$ cat config.mk
export PLATFORM = sky130hd
export DESIGN_NAME = aer_spike_packetizer
export DESIGN_NICKNAME = d
export VERILOG_FILES = /design/src/rtl/aer_pkg.sv /design/src/rtl/aer_sync_fifo.sv /design/src/rtl/aer_spike_packetizer.sv
export SDC_FILE = /design/constraint.sdc
export NUM_CORES = 1
export LEC_CHECK = 0
export ABC_AREA = 1
export BUFFER_PORTS_ARGS = -buffer_cell sky130_fd_sc_hd__buf_2
export CAP_MARGIN = 20
export CELL_PAD_IN_SITES_DETAIL_PLACEMENT = 2
export CELL_PAD_IN_SITES_GLOBAL_PLACEMENT = 2
export CORE_ASPECT_RATIO = 1.25
export CORE_MARGIN = 1.5
export CORE_UTILIZATION = 39
export DETAILED_ROUTE_END_ITERATION = 8
export GPL_ROUTABILITY_DRIVEN = 0
export GPL_TIMING_DRIVEN = 0
export PLACE_DENSITY_LB_ADDON = 0.1
export SLEW_MARGIN = 5
export SYNTH_ARGS = -nofsm -noshare
export SYNTH_HDL_FRONTEND = slang
export SYNTH_SLANG_ARGS = --single-unit
$ cat constraint.sdc
create_clock -name clk_i -period 3.3 [get_ports clk_i]
set_input_delay 0.33 -clock clk_i [delete_from_list [all_inputs] [get_ports clk_i]]
set_output_delay 0.33 -clock clk_i [all_outputs]
set_load 0.01 [all_outputs]
$ cat src/rtl/aer_pkg.sv
// Shared definitions for the AER spike packetizer: drain FSM encoding and
// packet field placement helpers (fields are packed MSB-first from the top).
package aer_pkg;

    typedef enum logic {
        RUN   = 1'b0,
        DRAIN = 1'b1
    } drain_state_e;

    localparam int AER_BIT_WIDTH_DEF   = 32;
    localparam int COORD_BIT_WIDTH_DEF = 4;
    localparam int TS_BIT_WIDTH_DEF    = 8;
    localparam int NURN_BIT_WIDTH_DEF  = 8;

    function automatic int x_msb(input int aer_w);
        return aer_w - 1;
    endfunction

    function automatic int y_msb(input int aer_w, input int coord_w);
        return aer_w - 1 - coord_w;
    endfunction

    function automatic int ts_msb(input int aer_w, input int coord_w);
        return aer_w - 1 - 2 * coord_w;
    endfunction

    function automatic int min_aer_w(input int coord_w, input int ts_w, input int nurn_w);
        return 2 * coord_w + ts_w + nurn_w;
    endfunction

endpackage

$ cat src/rtl/aer_sync_fifo.sv
// Generic synchronous FIFO; a push into a full FIFO is accepted only when a
// pop frees a slot in the same cycle. Head output reads 0 while empty.
module aer_sync_fifo #(
    parameter int WIDTH = 32,
    parameter int DEPTH = 8,
    parameter int AW    = 3
) (
    input  logic             clk_i,
    input  logic             rst_i,
    input  logic             push_i,
    input  logic [WIDTH-1:0] data_i,
    input  logic             pop_i,
    output logic [WIDTH-1:0] head_o,
    output logic [AW:0]      count_o,
    output logic             full_o,
    output logic             empty_o
);

    logic [WIDTH-1:0] mem_q [DEPTH];
    logic [AW-1:0]    wr_ptr_q, wr_ptr_d;
    logic [AW-1:0]    rd_ptr_q, rd_ptr_d;
    logic [AW:0]      count_q, count_d;
    logic             full_q, full_d;
    logic             push_ok, pop_ok;

    assign empty_o = (count_q == '0);
    assign pop_ok  = pop_i & ~empty_o;
    assign push_ok = push_i & (~full_q | pop_ok);

    always_comb begin
        wr_ptr_d = wr_ptr_q;
        rd_ptr_d = rd_ptr_q;
        count_d  = count_q;
        if (push_ok) wr_ptr_d = wr_ptr_q + 1'b1;
        if (pop_ok)  rd_ptr_d = rd_ptr_q + 1'b1;
        case ({push_ok, pop_ok})
            2'b10:   count_d = count_q + 1'b1;
            2'b01:   count_d = count_q - 1'b1;
            default: count_d = count_q;
        endcase
        full_d = (count_d == (AW+1)'(DEPTH));
    end

    always_ff @(posedge clk_i) begin
        if (rst_i) begin
            wr_ptr_q <= '0;
            rd_ptr_q <= '0;
            count_q  <= '0;
            full_q   <= 1'b0;
        end else begin
            wr_ptr_q <= wr_ptr_d;
            rd_ptr_q <= rd_ptr_d;
            count_q  <= count_d;
            full_q   <= full_d;
        end
    end

    always_ff @(posedge clk_i) begin
        if (push_ok) mem_q[wr_ptr_q] <= data_i;
    end

    assign head_o  = empty_o ? '0 : mem_q[rd_ptr_q];
    assign count_o = count_q;
    assign full_o  = full_q;

endmodule

$ cat src/rtl/aer_spike_packetizer.sv
// Spike-to-AER packetizer: tags spikes with node coordinates and timestep,
// buffers them for the router and signals end-of-step drain. Timestamp field
// is live only when AER_TIMESTAMP_EN is defined.
module aer_spike_packetizer
    import aer_pkg::*;
#(
    parameter int NURN_CNT_BIT_WIDTH = 8,
    parameter int AER_BIT_WIDTH      = 32,
    parameter int COORD_BIT_WIDTH    = 4,
    parameter int TS_BIT_WIDTH       = 8,
    parameter int X_ID               = 0,
    parameter int Y_ID               = 0,
    parameter int FIFO_DEPTH         = 8,
    parameter int FIFO_ADDR_WIDTH    = 3
) (
    input  logic                          clk_i,
    input  logic                          rst_i,
    input  logic                          outSpike_i,
    input  logic [NURN_CNT_BIT_WIDTH-1:0] nurnIdx_i,
    input  logic                          stepDone_i,
    output logic [AER_BIT_WIDTH-1:0]      packet_o,
    output logic                          packetValid_o,
    input  logic                          packetReady_i,
    output logic                          stepFlushed_o,
    output logic                          fifoFull_o,
    output logic                          overflow_o
);

    localparam int X_MSB  = x_msb(AER_BIT_WIDTH);
    localparam int Y_MSB  = y_msb(AER_BIT_WIDTH, COORD_BIT_WIDTH);
    localparam int TS_MSB = ts_msb(AER_BIT_WIDTH, COORD_BIT_WIDTH);

    if (AER_BIT_WIDTH < min_aer_w(COORD_BIT_WIDTH, TS_BIT_WIDTH, NURN_CNT_BIT_WIDTH)) begin : g_bad_width
        $error("AER_BIT_WIDTH too small for coordinate, timestamp and neuron fields");
    end

    logic [AER_BIT_WIDTH-1:0]   pkt;
    logic [TS_BIT_WIDTH-1:0]    ts_field;
    logic [FIFO_ADDR_WIDTH:0]   fifo_count;
    logic                       fifo_full, fifo_empty, pop;
    drain_state_e               state_q, state_d;
    logic                       flushed_q, flushed_d;
    logic                       overflow_q, overflow_d;

    always_comb begin
        pkt                          = '0;
        pkt[NURN_CNT_BIT_WIDTH-1:0]  = nurnIdx_i;
        pkt[TS_MSB -: TS_BIT_WIDTH]  = ts_field;
        pkt[Y_MSB -: COORD_BIT_WIDTH] = COORD_BIT_WIDTH'(Y_ID);
        pkt[X_MSB -: COORD_BIT_WIDTH] = COORD_BIT_WIDTH'(X_ID);
    end

    assign pop = packetValid_o & packetReady_i;

    aer_sync_fifo #(
        .WIDTH (AER_BIT_WIDTH),
        .DEPTH (FIFO_DEPTH),
        .AW    (FIFO_ADDR_WIDTH)
    ) u_fifo (
        .clk_i   (clk_i),
        .rst_i   (rst_i),
        .push_i  (outSpike_i),
        .data_i  (pkt),
        .pop_i   (pop),
        .head_o  (packet_o),
        .count_o (fifo_count),
        .full_o  (fifo_full),
        .empty_o (fifo_empty)
    );

    assign packetValid_o = ~fifo_empty;
    assign fifoFull_o    = fifo_full;

    // A push into a full FIFO is only lost when no pop frees a slot that cycle.
    assign overflow_d = overflow_q | (outSpike_i & fifo_full & ~pop);

    always_comb begin
        state_d   = state_q;
        flushed_d = 1'b0;
        case (state_q)
            RUN:   if (stepDone_i) state_d = DRAIN;
            DRAIN: if ((fifo_count == '0) && !outSpike_i) begin
                state_d   = RUN;
                flushed_d = 1'b1;
            end
            default: state_d = RUN;
        endcase
    end

    always_ff @(posedge clk_i) begin
        if (rst_i) begin
            state_q    <= RUN;
            flushed_q  <= 1'b0;
            overflow_q <= 1'b0;
        end else begin
            state_q    <= state_d;
            flushed_q  <= flushed_d;
            overflow_q <= overflow_d;
        end
    end

    assign stepFlushed_o = flushed_q;
    assign overflow_o    = overflow_q;

`ifdef AER_TIMESTAMP_EN
    logic [TS_BIT_WIDTH-1:0] ts_q, ts_d;

    assign ts_d = flushed_d ? ts_q + 1'b1 : ts_q;

    always_ff @(posedge clk_i) begin
        if (rst_i) ts_q <= '0;
        else       ts_q <= ts_d;
    end

    assign ts_field = ts_q;
`else
    assign ts_field = '0;
`endif

endmodule

### Word-level counts from Yosys, hierarchy flattened

Memory sizes are Yosys's and may differ from the RTL's. A register that Yosys moved wholly into a read port is not among the register bits.
Index checks and enable logic that the tools add are counted.

| cells by class | value |
|---|---|
| multipliers | 0 |
| magnitude comparators | 0 |
| eq/ne operators | 3 |
| shift-type cells | 0 |
| reduce and logical (&&, ||, !) cells | 4 |
| add/subtract/negate cells | 4 |
| bitwise gates (word level) | 11 |
| divide/modulo/power cells | 0 |
| multiplexer cells | 10 |

Operators by type and width:

| cell | number |
|---|---|
| $mux W32 | 1 |
| $pmux W4 S2 | 1 |
| $add A3 B1 Y3 const B | 2 |
| $mux W3 | 2 |
| $and A1 B1 Y1 | 5 |
| $mux W1 | 5 |
| $add A4 B1 Y4 const B | 1 |
| $eq A4 B4 Y1 const B | 1 |
| $logic_not A4 Y1 | 1 |
| $not A1 Y1 | 4 |
| $sub A4 B1 Y4 const B | 1 |
| $eq A2 B1 Y1 const B | 1 |
| $eq A2 B2 Y1 const B | 1 |
| $or A1 B1 Y1 | 2 |
| $pmux W1 S2 | 1 |
| $reduce_or A2 Y1 | 1 |
| $logic_and A1 B1 Y1 | 1 |
| $logic_not A1 Y1 | 1 |

| word-level totals | value |
|---|---|
| input bits | 13 |
| logic and storage cells | 40 |
| register bits | 14 |
| latch bits | 0 |
| memories kept | 1 |
| memory bits (writable) | 64 |
| ROM bits | 0 |

Memories:

| name | depth | width | rd ports | clocked after memory_dff | write ports | line | text |
|---|---|---|---|---|---|---|---|
| u_fifo.mem_q | 8 | 8 | 1 | 1 | 1 | aer_sync_fifo.sv:19 | `logic [WIDTH-1:0] mem_q [DEPTH];` |

### Logic depth before layout (Yosys ltp)

Gate-level depths: netlist of the first run.

| depth | value |
|---|---|
| word-level depth | 9 |
| depth in mapped cells | 16 |

### Hierarchy

A second synthesis of the first run with hierarchy kept.

| second synthesis, totals | value |
|---|---|
| cell total of the unflattened synthesis | 914 |
| area total of the unflattened synthesis | 10965.5 um2 |

By module, submodules not included:

| module | area each (um2) | instances | cells each |
|---|---|---|---|
| aer_sync_fifo | 10821.6 | 1 | 892 |
| aer_spike_packetizer | 143.9 | 1 | 22 |

### Worst setup path before layout of the first run

Ideal clock, no wire load.

| timing path | value |
|---|---|
| kind | reg-to-reg |
| start | register u_fifo.count_q[0], in the netlist u_fifo.count_o[0] |
| end | register u_fifo.full_q, in the netlist u_fifo.full_o |
| setup time | 0.064 ns |
| slack | 1.436 ns |
| cell stages (with the launch flop) | 16 |
| required time | 3.236 ns |
| data arrival time | 1.800 ns |
| path through | dfxtp_1 -> nor2_1 -> nand3_2 -> nand2_2 -> nand2_2 -> nand2_2 -> ha_1 -> inv_1 -> nand2_1 -> nand2_1 -> ha_1 -> a21oi_1 -> o21ai_0 -> nand3_1 -> nand4_1 -> nor2_1 |

| on the way | value |
|---|---|
| word-level cells in the longest chain between the ends | 9 |
| elaborated cells on any way between the ends | 12 |

RTL lines:

| what | line | text |
|---|---|---|
| start, declared | aer_sync_fifo.sv:22 | `logic [AW:0] count_q, count_d;` |
| start signal, assigned | aer_sync_fifo.sv:53 | `count_q <= count_d;` |
| $logic_not A4 Y1 | aer_sync_fifo.sv:26 | `assign empty_o = (count_q == '0);` |
| $not A1 Y1 | aer_sync_fifo.sv:27, aer_spike_packetizer.sv:71 |  |
| $and A1 B1 Y1 | aer_spike_packetizer.sv:53 | `assign pop = packetValid_o & packetReady_i;` |
| $and A1 B1 Y1 | aer_sync_fifo.sv:27 | `assign pop_ok = pop_i & ~empty_o;` |
| $or A1 B1 Y1 | aer_sync_fifo.sv:28 | `assign push_ok = push_i & (~full_q \| pop_ok);` |
| $and A1 B1 Y1 | aer_sync_fifo.sv:28 |  |
| $eq A2 B1 Y1 / $eq A2 B2 Y1 (equally long branches) | aer_sync_fifo.sv:36 | `case ({push_ok, pop_ok})` |
| $pmux W4 S2 (*) | aer_sync_fifo.sv:36 |  |
| $eq A4 B4 Y1 (*) | aer_sync_fifo.sv:41 | `full_d = (count_d == (AW+1)'(DEPTH));` |
| end signal, assigned | aer_sync_fifo.sv:54 | `full_q <= full_d;` |
| end, declared | aer_sync_fifo.sv:23 | `logic full_q, full_d;` |

Every way passes the cells marked *; elsewhere a longest branch is shown, timed or not.
A chain may end at the register's enable or synchronous reset.

### Worst setup path in the final report of the first run

| timing path | value |
|---|---|
| start | register u_fifo.count_q[2], in the netlist u_fifo.count_o[2] |
| end | register u_fifo.full_q, in the netlist u_fifo.full_o |

| on the way | value |
|---|---|
| word-level cells in the longest chain between the ends | 9 |
| elaborated cells on any way between the ends | 12 |

RTL lines:

| what | line | text |
|---|---|---|
| $logic_not A4 Y1 (*) | aer_sync_fifo.sv:26 |  |
| $not A1 Y1 (*) | aer_sync_fifo.sv:27, aer_spike_packetizer.sv:71 |  |
| $and A1 B1 Y1 | aer_spike_packetizer.sv:53 |  |
| $and A1 B1 Y1 (*) | aer_sync_fifo.sv:27 |  |
| via u_fifo.pop_ok | aer_sync_fifo.sv:24 | `logic push_ok, pop_ok;` |
| $or A1 B1 Y1 | aer_sync_fifo.sv:28 |  |
| $and A1 B1 Y1 | aer_sync_fifo.sv:28 |  |
| $eq A2 B1 Y1 / $eq A2 B2 Y1 (equally long branches) | aer_sync_fifo.sv:36 |  |
| $pmux W4 S2 (*) | aer_sync_fifo.sv:36 |  |
| $eq A4 B4 Y1 (*) | aer_sync_fifo.sv:41 |  |

The timed path passes the listed nets; every way through them passes the cells marked *.

==> results of run 1 <==
==> area by class of cell <==
class	count	share of cell area [%]
clock buffers	10	3.115
repair buffers	23	2.810
clock inverters	6	2.046
plain buffers	36	6.475
multi-input cells	222	24.83
well taps	120	3.665
inverters	20	1.833
flip-flops and latches	81	55.22
==> routing by layer <==
layer / vias up / GRT usage (%) / wire (µm)
li1: 1204 / - / -
met1: 1244 / 23.39 / 3595
met2: 46 / 38.60 / 5097
met3: 11 / 3.529 / 213
met4: 0 / 8.036 / 138
met5: - / 0 / 0
==> placed cells by master (no fill, tap or decap), types with 2 or more instances in the layout <==
cell	n
sky130_fd_sc_hd__nor2_1	83
sky130_fd_sc_hd__edfxtp_1	64
sky130_fd_sc_hd__o21ai_1	34
sky130_fd_sc_hd__o21ai_0	29
sky130_fd_sc_hd__buf_2	28
sky130_fd_sc_hd__buf_4	27
sky130_fd_sc_hd__conb_1	24
sky130_fd_sc_hd__nand2_1	22
sky130_fd_sc_hd__inv_1	18
sky130_fd_sc_hd__dfxtp_1	17
sky130_fd_sc_hd__clkbuf_8	9
sky130_fd_sc_hd__a21oi_1	8
sky130_fd_sc_hd__nand3_1	5
sky130_fd_sc_hd__ha_1	5
sky130_fd_sc_hd__nand2_2	4
sky130_fd_sc_hd__buf_6	3
sky130_fd_sc_hd__clkinv_2	3
sky130_fd_sc_hd__inv_2	2
sky130_fd_sc_hd__clkbuf_1	2
sky130_fd_sc_hd__xor2_1	2
sky130_fd_sc_hd__bufinv_16	2
==> registers in the layout (all words and copies together), names as in the netlist, named ones only <==
name	cells
u_fifo.rd_ptr_q	3
u_fifo.count_o	4
state_q	1
overflow_o	1
u_fifo.mem_q	64
u_fifo.wr_ptr_q	3
u_fifo.full_o	1
stepFlushed_o	1
==> how the worst max path moves through the flow <==
stage                                to  slack [ps]
after CTS                 u_fifo.full_o         950
after global placement    u_fifo.full_o        1050
after detailed placement  u_fifo.full_o        1000
final                     u_fifo.full_o         980
after floorplan           u_fifo.full_o        1440
after global routing      u_fifo.full_o         680
==> kinds of logic (layout without fill, tap and decap cells) <==
logic type | Yosys count | after routing | share of synthesized area [%]
simple gates | 116 | 116 | 13.03
flops | 81 | 81 | 64.02
compound gates | 74 | 74 | 10.69
buf+inv | 56 | 95 | 9.631
fa+ha+maj | 5 | 5 | 1.771
xor+xnor | 3 | 3 | 0.7438
other cells | 1 | 24 | 0.1061
==> power breakdown <==
group | switching, µW | internal [µW] | total [µW]
Clock | 358 | 424 | 782
Sequential | 72.8 | 1210 | 1280
Combinational | 751 | 399 | 1150
Total | 1180 | 2030 | 3210
==> metrics by stage <==
| step | power [µW] | util [%] | hold WS (ps) | setup WS [ps] | area (µm²) |
|---|---|---|---|---|---|
| 2_1_floorplan | 2055 | - | 426.1 | 1436 | 3620 |
| 3_3_place_gp | 2405 | 44.41 | 439.4 | 1048 | 3885 |
| 3_5_place_dp | 2463 | 44.41 | 447.9 | 998.9 | 3885 |
| 4_1_cts | 3252 | 46.82 | 240.1 | 953.0 | 4096 |
| 5_1_grt | 3442 | 46.82 | 245.7 | 682.3 | 4096 |
| 6_report | 3214 | 46.82 | 242.6 | 983.2 | 4096 |
==> impl_results.html, run 1 <==
<table>
<tr><th>Metric</th><th>Value</th></tr>
<tr><th colspan="2">STA</th></tr>
<tr><td>Count of pins over their slew limit</td><td>0</td></tr>
<tr><td>Worst slew margin relative to its limit</td><td>36.51%</td></tr>
<tr><td>Final Hold Viols</td><td>0</td></tr>
<tr><td>Setup total negative slack</td><td>0 ps</td></tr>
<tr><td>Transition at the pin with the smallest max-transition slack</td><td>948.9 ps</td></tr>
<tr><td>Count of endpoints failing setup in the final report</td><td>0</td></tr>
<tr><td>Final cycle utilization of the critical path</td><td>70.21%</td></tr>
<tr><td>Highest clock rate</td><td>0.4316 GHz</td></tr>
<tr><td>Final worst clock skew</td><td>11.95 ps</td></tr>
<tr><td>Final period demand of the worst path</td><td>2317 ps</td></tr>
<tr><td>Unrepaired setup endpoints after global routing</td><td>no</td></tr>
<tr><th colspan="2">Outcome</th></tr>
<tr><td>Run status</td><td>completed</td></tr>
<tr><th colspan="2">Setup path</th></tr>
<tr><td>Terminus of the critical flop-to-flop path</td><td>u_fifo.full_o</td></tr>
<tr><td>Crit-path cells</td><td>inv_1 -&gt; nand3_2 -&gt; nand2_2 -&gt; inv_1 -&gt; ha_1 -&gt; inv_1 -&gt; nand2_1 -&gt; nand2_1 -&gt; ha_1 -&gt; a21oi_1 -&gt; o21ai_0 -&gt; nand3_1 -&gt; nand4_1 -&gt; nor2_1</td></tr>
<tr><td>CP Data Arrival Time</td><td>2590 ps</td></tr>
<tr><td>Element type at the critical path end</td><td>register</td></tr>
<tr><td>Reg2Reg Depth</td><td>14</td></tr>
<tr><td>Reg2reg start</td><td>u_fifo.count_o[2]</td></tr>
<tr><td>Stages on the worst setup path</td><td>14</td></tr>
<tr><td>Cell repeated most along the worst path</td><td>sky130_fd_sc_hd__inv_1</td></tr>
<tr><td>Launch point of the critical path</td><td>u_fifo.count_o[2]</td></tr>
<tr><td>Slowest CP cell</td><td>sky130_fd_sc_hd__dfxtp_1</td></tr>
<tr><td>Critical Setup Path Class</td><td>reg2reg</td></tr>
<tr><td>Minimum setup slack among reg-to-reg paths</td><td>980 ps</td></tr>
<tr><td>Endpoint required time on the critical path</td><td>3580 ps</td></tr>
<tr><td>Kind of start point of the critical path</td><td>register</td></tr>
<tr><td>Cell family with the largest share of critical-path delay</td><td>simple AND/OR/NAND/NOR gates</td></tr>
<tr><td>Maximum fanout along the worst path</td><td>8</td></tr>
<tr><td>Stage delay of the slowest cell on the critical path</td><td>430 ps</td></tr>
<tr><td>Worst path buffer plus inverter count</td><td>3</td></tr>
<tr><th colspan="2">Clock tree</th></tr>
<tr><td>Clock-pin slew of the registers on the worst-case setup and hold paths</td><td>80 ps</td></tr>
<tr><td>Total clock sinks</td><td>81</td></tr>
<tr><td>Root Driver</td><td>sky130_fd_sc_hd__clkbuf_8</td></tr>
<tr><td>Number of H-tree levels</td><td>3</td></tr>
<tr><td>Post-cts sizing count</td><td>0</td></tr>
<tr><td>Clock latency at the later pin of the worst-skew pair</td><td>340 ps</td></tr>
<tr><td>Clock tree from TritonCTS</td><td>done</td></tr>
<tr><td>Largest buffer count on any clock path</td><td>2</td></tr>
<tr><td>Number of buffers added by the clock tree synthesis step</td><td>9</td></tr>
<tr><td>Postcts setup bufs</td><td>0</td></tr>
<tr><td>Hold-fix buffer count after cts</td><td>0</td></tr>
<tr><th colspan="2">Route</th></tr>
<tr><td>Average wire length per cell after detail routing</td><td>17.46 µm</td></tr>
<tr><td>Routed Wire Length</td><td>9045 µm</td></tr>
<tr><td>Remaining number of nets flagged by the antenna check after routing</td><td>0</td></tr>
<tr><td>Post-route DRC</td><td>0</td></tr>
<tr><td>DR pass1 iterations</td><td>4</td></tr>
<tr><td>Drt first-iter violations</td><td>107</td></tr>
<tr><td>Via count</td><td>2505</td></tr>
<tr><td>Detailed-route vias per instance</td><td>4.836</td></tr>
<tr><th colspan="2">Synthesis</th></tr>
<tr><td>Number of storage elements in the synthesis netlist</td><td>81</td></tr>
<tr><td>Synthesized area per cell</td><td>10.52 µm²</td></tr>
<tr><td>Number of standard cells after synthesis</td><td>336</td></tr>
<tr><td>Top-area cell type share of the netlist area</td><td>54.39%</td></tr>
<tr><td>Cell taking the most area after synthesis</td><td>sky130_fd_sc_hd__edfxtp_1</td></tr>
<tr><td>Number of different library cells in the post-synthesis netlist</td><td>24</td></tr>
<tr><td>Share of synthesized area occupied by flip-flops and latches</td><td>64.02%</td></tr>
<tr><td>Post-synthesis instance area</td><td>3533 µm²</td></tr>
<tr><td>Most instantiated library cell after synthesis</td><td>sky130_fd_sc_hd__nor2_1</td></tr>
<tr><td>Leading post-synthesis cells by instance count</td><td>sky130_fd_sc_hd__nor2_1, sky130_fd_sc_hd__edfxtp_1, sky130_fd_sc_hd__o21ai_1</td></tr>
<tr><td>Number of enable flip-flop cells after synthesis</td><td>64</td></tr>
<tr><td>Post-synthesis async set-or-reset flop share</td><td>0%</td></tr>
<tr><td>Top flip-flop cell by instance count after synthesis</td><td>sky130_fd_sc_hd__edfxtp_1</td></tr>
<tr><td>Most area-consuming cells after synthesis</td><td>sky130_fd_sc_hd__edfxtp_1, sky130_fd_sc_hd__dfxtp_1, sky130_fd_sc_hd__nor2_1</td></tr>
<tr><td>Count of warnings emitted by yosys</td><td>0</td></tr>
<tr><th colspan="2">Floorplanning</th></tr>
<tr><td>Number of top-level pins</td><td>49</td></tr>
<tr><td>Vert. Die Dim</td><td>109.4 µm</td></tr>
<tr><td>Effective utilization at floorplan</td><td>40.39%</td></tr>
<tr><td>Die Area</td><td>9644 µm²</td></tr>
<tr><td>Die width</td><td>88.14 µm</td></tr>
<tr><td>Total number of placement rows</td><td>38</td></tr>
<tr><td>Core region area</td><td>8748 µm²</td></tr>
<tr><th colspan="2">Final layout</th></tr>
<tr><td>Area taken by multi-input logic gates</td><td>1017 µm²</td></tr>
<tr><td>Sequential standard cell area</td><td>2262 µm²</td></tr>
<tr><td>Layout Area Growth over Synthesis</td><td>15.93%</td></tr>
<tr><td>Antenna Cells</td><td>0</td></tr>
<tr><td>Layout cells sized above 1</td><td>20.35%</td></tr>
<tr><td>Layout fillers</td><td>962</td></tr>
<tr><td>Final net count</td><td>411</td></tr>
<tr><td>Final Instance Count excl. Fillers</td><td>518</td></tr>
<tr><th colspan="2">Worst hold path</th></tr>
<tr><td>Hold Path Stages</td><td>2</td></tr>
<tr><td>Tightest Hold Check Type</td><td>in2reg</td></tr>
<tr><td>Hold path endpoint</td><td>u_fifo.wr_ptr_q[0]</td></tr>
<tr><td>Worst Hold Launch</td><td>rst_i</td></tr>
<tr><th colspan="2">Global routing</th></tr>
<tr><td>Antenna violations before repair</td><td>0</td></tr>
<tr><td>Total global routing track utilization</td><td>20.77%</td></tr>
<tr><td>Largest net degree at the start of global routing</td><td>15</td></tr>
<tr><td>Overall overflow remaining after global route</td><td>0</td></tr>
<tr><td>Global-route wire length before repair</td><td>14240 µm</td></tr>
<tr><td>Number of global-route vias before repair</td><td>2677</td></tr>
<tr><th colspan="2">Power</th></tr>
<tr><td>Peak VDD IR</td><td>0.3797 mV</td></tr>
<tr><td>PD cells</td><td>784.7 nW/µm²</td></tr>
<tr><td>Pleak</td><td>0.001666 µW</td></tr>
<tr><th colspan="2">Placed design</th></tr>
<tr><td>Count of buffers from port buffering</td><td>23</td></tr>
<tr><td>Placed Cells incl. Taps</td><td>502</td></tr>
<tr><td>Detail Placement HPWL</td><td>6572 µm</td></tr>
<tr><th colspan="2">Job</th></tr>
<tr><td>Number of maximum-capacitance violations</td><td>0</td></tr>
</table>
Note: power is estimated with default switching activity, not from simulation.
==> run 2: changes to the inputs <==
CORE_UTILIZATION = 33   (was 39)
clock period = 1.87 ns   (was 3.3 ns; I/O delays follow)
==> run 2 against run 1 <==
The flow now finishes with violations (setup timing). Wire length grew 5.6%. Hold slack lost 120 ps. Global-route usage shrank 2.6 points. Critical path depth grew 2. Power grew 110%.
==> impl_results.html, run 2 (synthesis gave the netlist of run 1 again) <==
<table>
<tr><th>Metric</th><th>Value</th></tr>
<tr><th colspan="2">Setup path</th></tr>
<tr><td>Terminus of the critical flop-to-flop path</td><td>u_fifo.full_o (unchanged)</td></tr>
<tr><td>Worst path buffer plus inverter count</td><td>2 (was 3)</td></tr>
<tr><td>Critical Setup Path Class</td><td>reg2reg (unchanged)</td></tr>
<tr><td>CP Data Arrival Time</td><td>2130 ps (was 2590 ps)</td></tr>
<tr><td>Element type at the critical path end</td><td>register (unchanged)</td></tr>
<tr><td>Reg2reg start</td><td>u_fifo.count_o[0] (was u_fifo.count_o[2])</td></tr>
<tr><td>Maximum fanout along the worst path</td><td>4 (was 8)</td></tr>
<tr><td>Slowest CP cell</td><td>sky130_fd_sc_hd__dfxtp_4 (was sky130_fd_sc_hd__dfxtp_1)</td></tr>
<tr><td>Minimum setup slack among reg-to-reg paths</td><td>-30 ps (was 980 ps)</td></tr>
<tr><td>Kind of start point of the critical path</td><td>register (unchanged)</td></tr>
<tr><td>Cell family with the largest share of critical-path delay</td><td>simple AND/OR/NAND/NOR gates (unchanged)</td></tr>
<tr><td>Reg2Reg Depth</td><td>16 (was 14)</td></tr>
<tr><td>Endpoint required time on the critical path</td><td>2100 ps (was 3580 ps)</td></tr>
<tr><td>Crit-path cells</td><td>nor2_4 -&gt; nand3_2 -&gt; nand2_4 -&gt; nand2_4 -&gt; nand2_4 -&gt; ha_4 -&gt; inv_2 -&gt; nand2_1 -&gt; nand2_1 -&gt; ha_2 -&gt; a21oi_2 -&gt; inv_1 -&gt; nand2_1 -&gt; nand3_2 -&gt; nand4_1 -&gt; nor2_1 (was inv_1 -&gt; nand3_2 -&gt; nand2_2 -&gt; inv_1 -&gt; ha_1 -&gt; inv_1 -&gt; nand2_1 -&gt; nand2_1 -&gt; ha_1 -&gt; a21oi_1 -&gt; o21ai_0 -&gt; nand3_1 -&gt; nand4_1 -&gt; nor2_1)</td></tr>
<tr><td>Stage delay of the slowest cell on the critical path</td><td>350 ps (was 430 ps)</td></tr>
<tr><th colspan="2">Floorplanning</th></tr>
<tr><td>Die Area</td><td>11340 µm² (was 9644 µm²)</td></tr>
<tr><td>Number of top-level pins</td><td>49 (unchanged)</td></tr>
<tr><td>Total number of placement rows</td><td>42 (was 38)</td></tr>
<tr><td>Die width</td><td>95.55 µm (was 88.14 µm)</td></tr>
<tr><td>Core region area</td><td>10510 µm² (was 8748 µm²)</td></tr>
<tr><td>Effective utilization at floorplan</td><td>33.62% (was 40.39%)</td></tr>
<tr><td>Vert. Die Dim</td><td>118.7 µm (was 109.4 µm)</td></tr>
<tr><th colspan="2">Clock tree</th></tr>
<tr><td>Root Driver</td><td>sky130_fd_sc_hd__clkbuf_16 (was sky130_fd_sc_hd__clkbuf_8)</td></tr>
<tr><td>Clock latency at the later pin of the worst-skew pair</td><td>340 ps (about the same)</td></tr>
<tr><td>Largest buffer count on any clock path</td><td>2 (unchanged)</td></tr>
<tr><td>Clock tree from TritonCTS</td><td>done (unchanged)</td></tr>
<tr><td>Number of buffers added by the clock tree synthesis step</td><td>9 (unchanged)</td></tr>
<tr><td>Clock-pin slew of the registers on the worst-case setup and hold paths</td><td>60 ps (was 80 ps)</td></tr>
<tr><td>Hold-fix buffer count after cts</td><td>0 (unchanged)</td></tr>
<tr><td>Total clock sinks</td><td>81 (unchanged)</td></tr>
<tr><td>Number of H-tree levels</td><td>3 (unchanged)</td></tr>
<tr><th colspan="2">Job</th></tr>
<tr><td>Number of maximum-capacitance violations</td><td>0 (unchanged)</td></tr>
<tr><th colspan="2">Final layout</th></tr>
<tr><td>Register with the most flip-flops</td><td>u_fifo.mem_q (unchanged)</td></tr>
<tr><td>Most common cell after layout, fill and taps aside</td><td>sky130_fd_sc_hd__edfxtp_1 (was sky130_fd_sc_hd__nor2_1)</td></tr>
<tr><td>Layout Area Growth over Synthesis</td><td>32.15% (was 15.93%)</td></tr>
<tr><td>Antenna Cells</td><td>0 (unchanged)</td></tr>
<tr><td>Final net count</td><td>428 (was 411)</td></tr>
<tr><td>Layout fillers</td><td>1111 (was 962)</td></tr>
<tr><td>Number of flip-flops in the largest register</td><td>64 (unchanged)</td></tr>
<tr><td>Final std cell area, no fill</td><td>4669 µm² (was 4096 µm²)</td></tr>
<tr><td>Layout cells sized above 1</td><td>33.49% (was 20.35%)</td></tr>
<tr><td>Layout Utilization</td><td>44.43% (was 46.82%)</td></tr>
<tr><td>Leading cell types in the layout, fill and taps excluded</td><td>sky130_fd_sc_hd__edfxtp_1, sky130_fd_sc_hd__nor2_1, sky130_fd_sc_hd__o21ai_1, sky130_fd_sc_hd__buf_4, sky130_fd_sc_hd__buf_2 (was sky130_fd_sc_hd__nor2_1, sky130_fd_sc_hd__edfxtp_1, sky130_fd_sc_hd__o21ai_1, sky130_fd_sc_hd__o21ai_0, sky130_fd_sc_hd__buf_2)</td></tr>
<tr><th colspan="2">STA</th></tr>
<tr><td>Final Hold Viols</td><td>0 (unchanged)</td></tr>
<tr><td>Worst setup margin</td><td>-27.90 ps (was 983.2 ps)</td></tr>
<tr><td>Highest clock rate</td><td>0.5269 GHz (was 0.4316 GHz)</td></tr>
<tr><td>Final period demand of the worst path</td><td>1898 ps (was 2317 ps)</td></tr>
<tr><td>Setup total negative slack</td><td>-27.90 ps (was 0 ps)</td></tr>
<tr><td>Final cycle utilization of the critical path</td><td>101.5% (was 70.21%)</td></tr>
<tr><td>Count of endpoints failing setup in the final report</td><td>1 (was 0)</td></tr>
<tr><td>Count of pins over their slew limit</td><td>0 (unchanged)</td></tr>
<tr><td>Unrepaired setup endpoints after global routing</td><td>yes (was no)</td></tr>
<tr><td>Final worst clock skew</td><td>5.839 ps (was 11.95 ps)</td></tr>
<tr><th colspan="2">Power</th></tr>
<tr><td>Peak VDD IR</td><td>0.7156 mV (was 0.3797 mV)</td></tr>
<tr><td>Pleak</td><td>0.001855 µW (was 0.001666 µW)</td></tr>
<tr><td>Overall Power</td><td>6592 µW (was 3214 µW)</td></tr>
<tr><td>PD cells</td><td>1412 nW/µm² (was 784.7 nW/µm²)</td></tr>
<tr><th colspan="2">Route</th></tr>
<tr><td>Post-route DRC</td><td>0 (unchanged)</td></tr>
<tr><td>Remaining number of nets flagged by the antenna check after routing</td><td>0 (unchanged)</td></tr>
<tr><td>Met3 wire len</td><td>314 µm (was 213 µm)</td></tr>
<tr><td>Average wire length per cell after detail routing</td><td>17.47 µm (was 17.46 µm)</td></tr>
<tr><td>Via count</td><td>2614 (was 2505)</td></tr>
<tr><td>DR pass1 iterations</td><td>4 (unchanged)</td></tr>
<tr><td>Detailed-route vias per instance</td><td>4.779 (was 4.836)</td></tr>
<tr><td>Met2 routed wirelength</td><td>5402 µm (was 5097 µm)</td></tr>
<tr><td>Drt first-iter violations</td><td>125 (was 107)</td></tr>
<tr><td>Routed Wire Length</td><td>9555 µm (was 9045 µm)</td></tr>
<tr><td>Top Metal Used</td><td>met4 (unchanged)</td></tr>
<tr><td>Met1 routed wirelength after detailed routing</td><td>3704 µm (was 3595 µm)</td></tr>
<tr><th colspan="2">Outcome</th></tr>
<tr><td>Violations in the final reports</td><td>setup timing</td></tr>
<tr><td>Run status</td><td>finished with violations (was completed)</td></tr>
<tr><th colspan="2">Worst hold path</th></tr>
<tr><td>Worst Hold Launch</td><td>stepDone_i (was rst_i)</td></tr>
<tr><td>Hold path endpoint</td><td>state_q (was u_fifo.wr_ptr_q[0])</td></tr>
<tr><td>Tightest Hold Check Type</td><td>in2reg (unchanged)</td></tr>
<tr><td>Hold Path Stages</td><td>3 (was 2)</td></tr>
<tr><th colspan="2">Placed design</th></tr>
<tr><td>Post-place setup slack</td><td>-452.5 ps (was 998.9 ps)</td></tr>
<tr><td>Detail Placement HPWL</td><td>6553 µm (was 6572 µm)</td></tr>
<tr><td>Placed cell area</td><td>3900 µm² (was 3885 µm²)</td></tr>
<tr><td>Count of buffers from port buffering</td><td>23 (unchanged)</td></tr>
<tr><th colspan="2">Global routing</th></tr>
<tr><td>Largest net degree at the start of global routing</td><td>13 (was 15)</td></tr>
<tr><td>Number of global-route vias before repair</td><td>2815 (was 2677)</td></tr>
<tr><td>Antenna violations before repair</td><td>0 (unchanged)</td></tr>
<tr><td>Total global routing track utilization</td><td>18.22% (was 20.77%)</td></tr>
<tr><td>Overall overflow remaining after global route</td><td>0 (unchanged)</td></tr>
<tr><td>Global-route wire length before repair</td><td>14900 µm (was 14240 µm)</td></tr>
</table>
-- run 2: power by group --
| part | switching [µW] | internal, µW |
|---|---|---|
| Clock | 662 | 1030 |
| Combinational | 1520 | 1070 |
| Sequential | 162 | 2160 |
| Total | 2340 | 4250 |
-- run 2: final cells by class --
type	count	area [µm²]	share of cell area, %
well taps	132	165.2	3.537
clock buffers	12	236.5	5.064
flip-flops and latches	81	2277	48.77
repair buffers	40	369.1	7.905
inverters	20	80.08	1.715
clock inverters	4	43.79	0.9378
multi-input cells	222	1205	25.80
plain buffers	36	292.8	6.270
-- run 2: timing repair --
action | CTS | global route
gates resized for setup | 36 | 52
buffers inserted | 11 | 4
gates cloned | 0 | 2
pin swaps | 10 | 29
setup endpoints to repair | 76 | 52
-- run 2: through the flow --
step                hold slack [ps]  instances
finish                        122.3        547
global route                  145.4        547
CTS                           126.7        541
detailed placement            450.1        514
global placement              440.3        514
floorplan                     285.9        359
-- run 2: per-layer routing --
metal | vias up | GRT usage (%)
li1 | 1245 | -
met1 | 1310 | 19.82
met2 | 46 | 34.02
met3 | 13 | 3.346
met4 | 0 | 6.342
met5 | - | 0
-- run 2: worst reg2reg max path: stages (launching register included) --
cell	delay, ps
sky130_fd_sc_hd__dfxtp_4	350
sky130_fd_sc_hd__nor2_4	100
sky130_fd_sc_hd__nand3_2	90
sky130_fd_sc_hd__nand2_4	110
sky130_fd_sc_hd__nand2_4	60
sky130_fd_sc_hd__nand2_4	90
sky130_fd_sc_hd__ha_4	160
sky130_fd_sc_hd__inv_2	40
sky130_fd_sc_hd__nand2_1	50
sky130_fd_sc_hd__nand2_1	70
sky130_fd_sc_hd__ha_2	190
sky130_fd_sc_hd__a21oi_2	110
sky130_fd_sc_hd__inv_1	50
sky130_fd_sc_hd__nand2_1	70
sky130_fd_sc_hd__nand3_2	90
sky130_fd_sc_hd__nand4_1	130
sky130_fd_sc_hd__nor2_1	50
-- run 2: worst max path at each step --
| stage | cells after the start | end | start |
|---|---|---|---|
| floorplan | 15 | u_fifo.full_o | u_fifo.count_o[0] |
| global route | 16 | u_fifo.full_o | u_fifo.count_o[0] |
| finish | 16 | u_fifo.full_o | u_fifo.count_o[0] |
| CTS | 15 | u_fifo.full_o | u_fifo.count_o[3] |
| global placement | 14 | u_fifo.full_o | u_fifo.count_o[2] |
| detailed placement | 14 | u_fifo.full_o | u_fifo.count_o[2] |
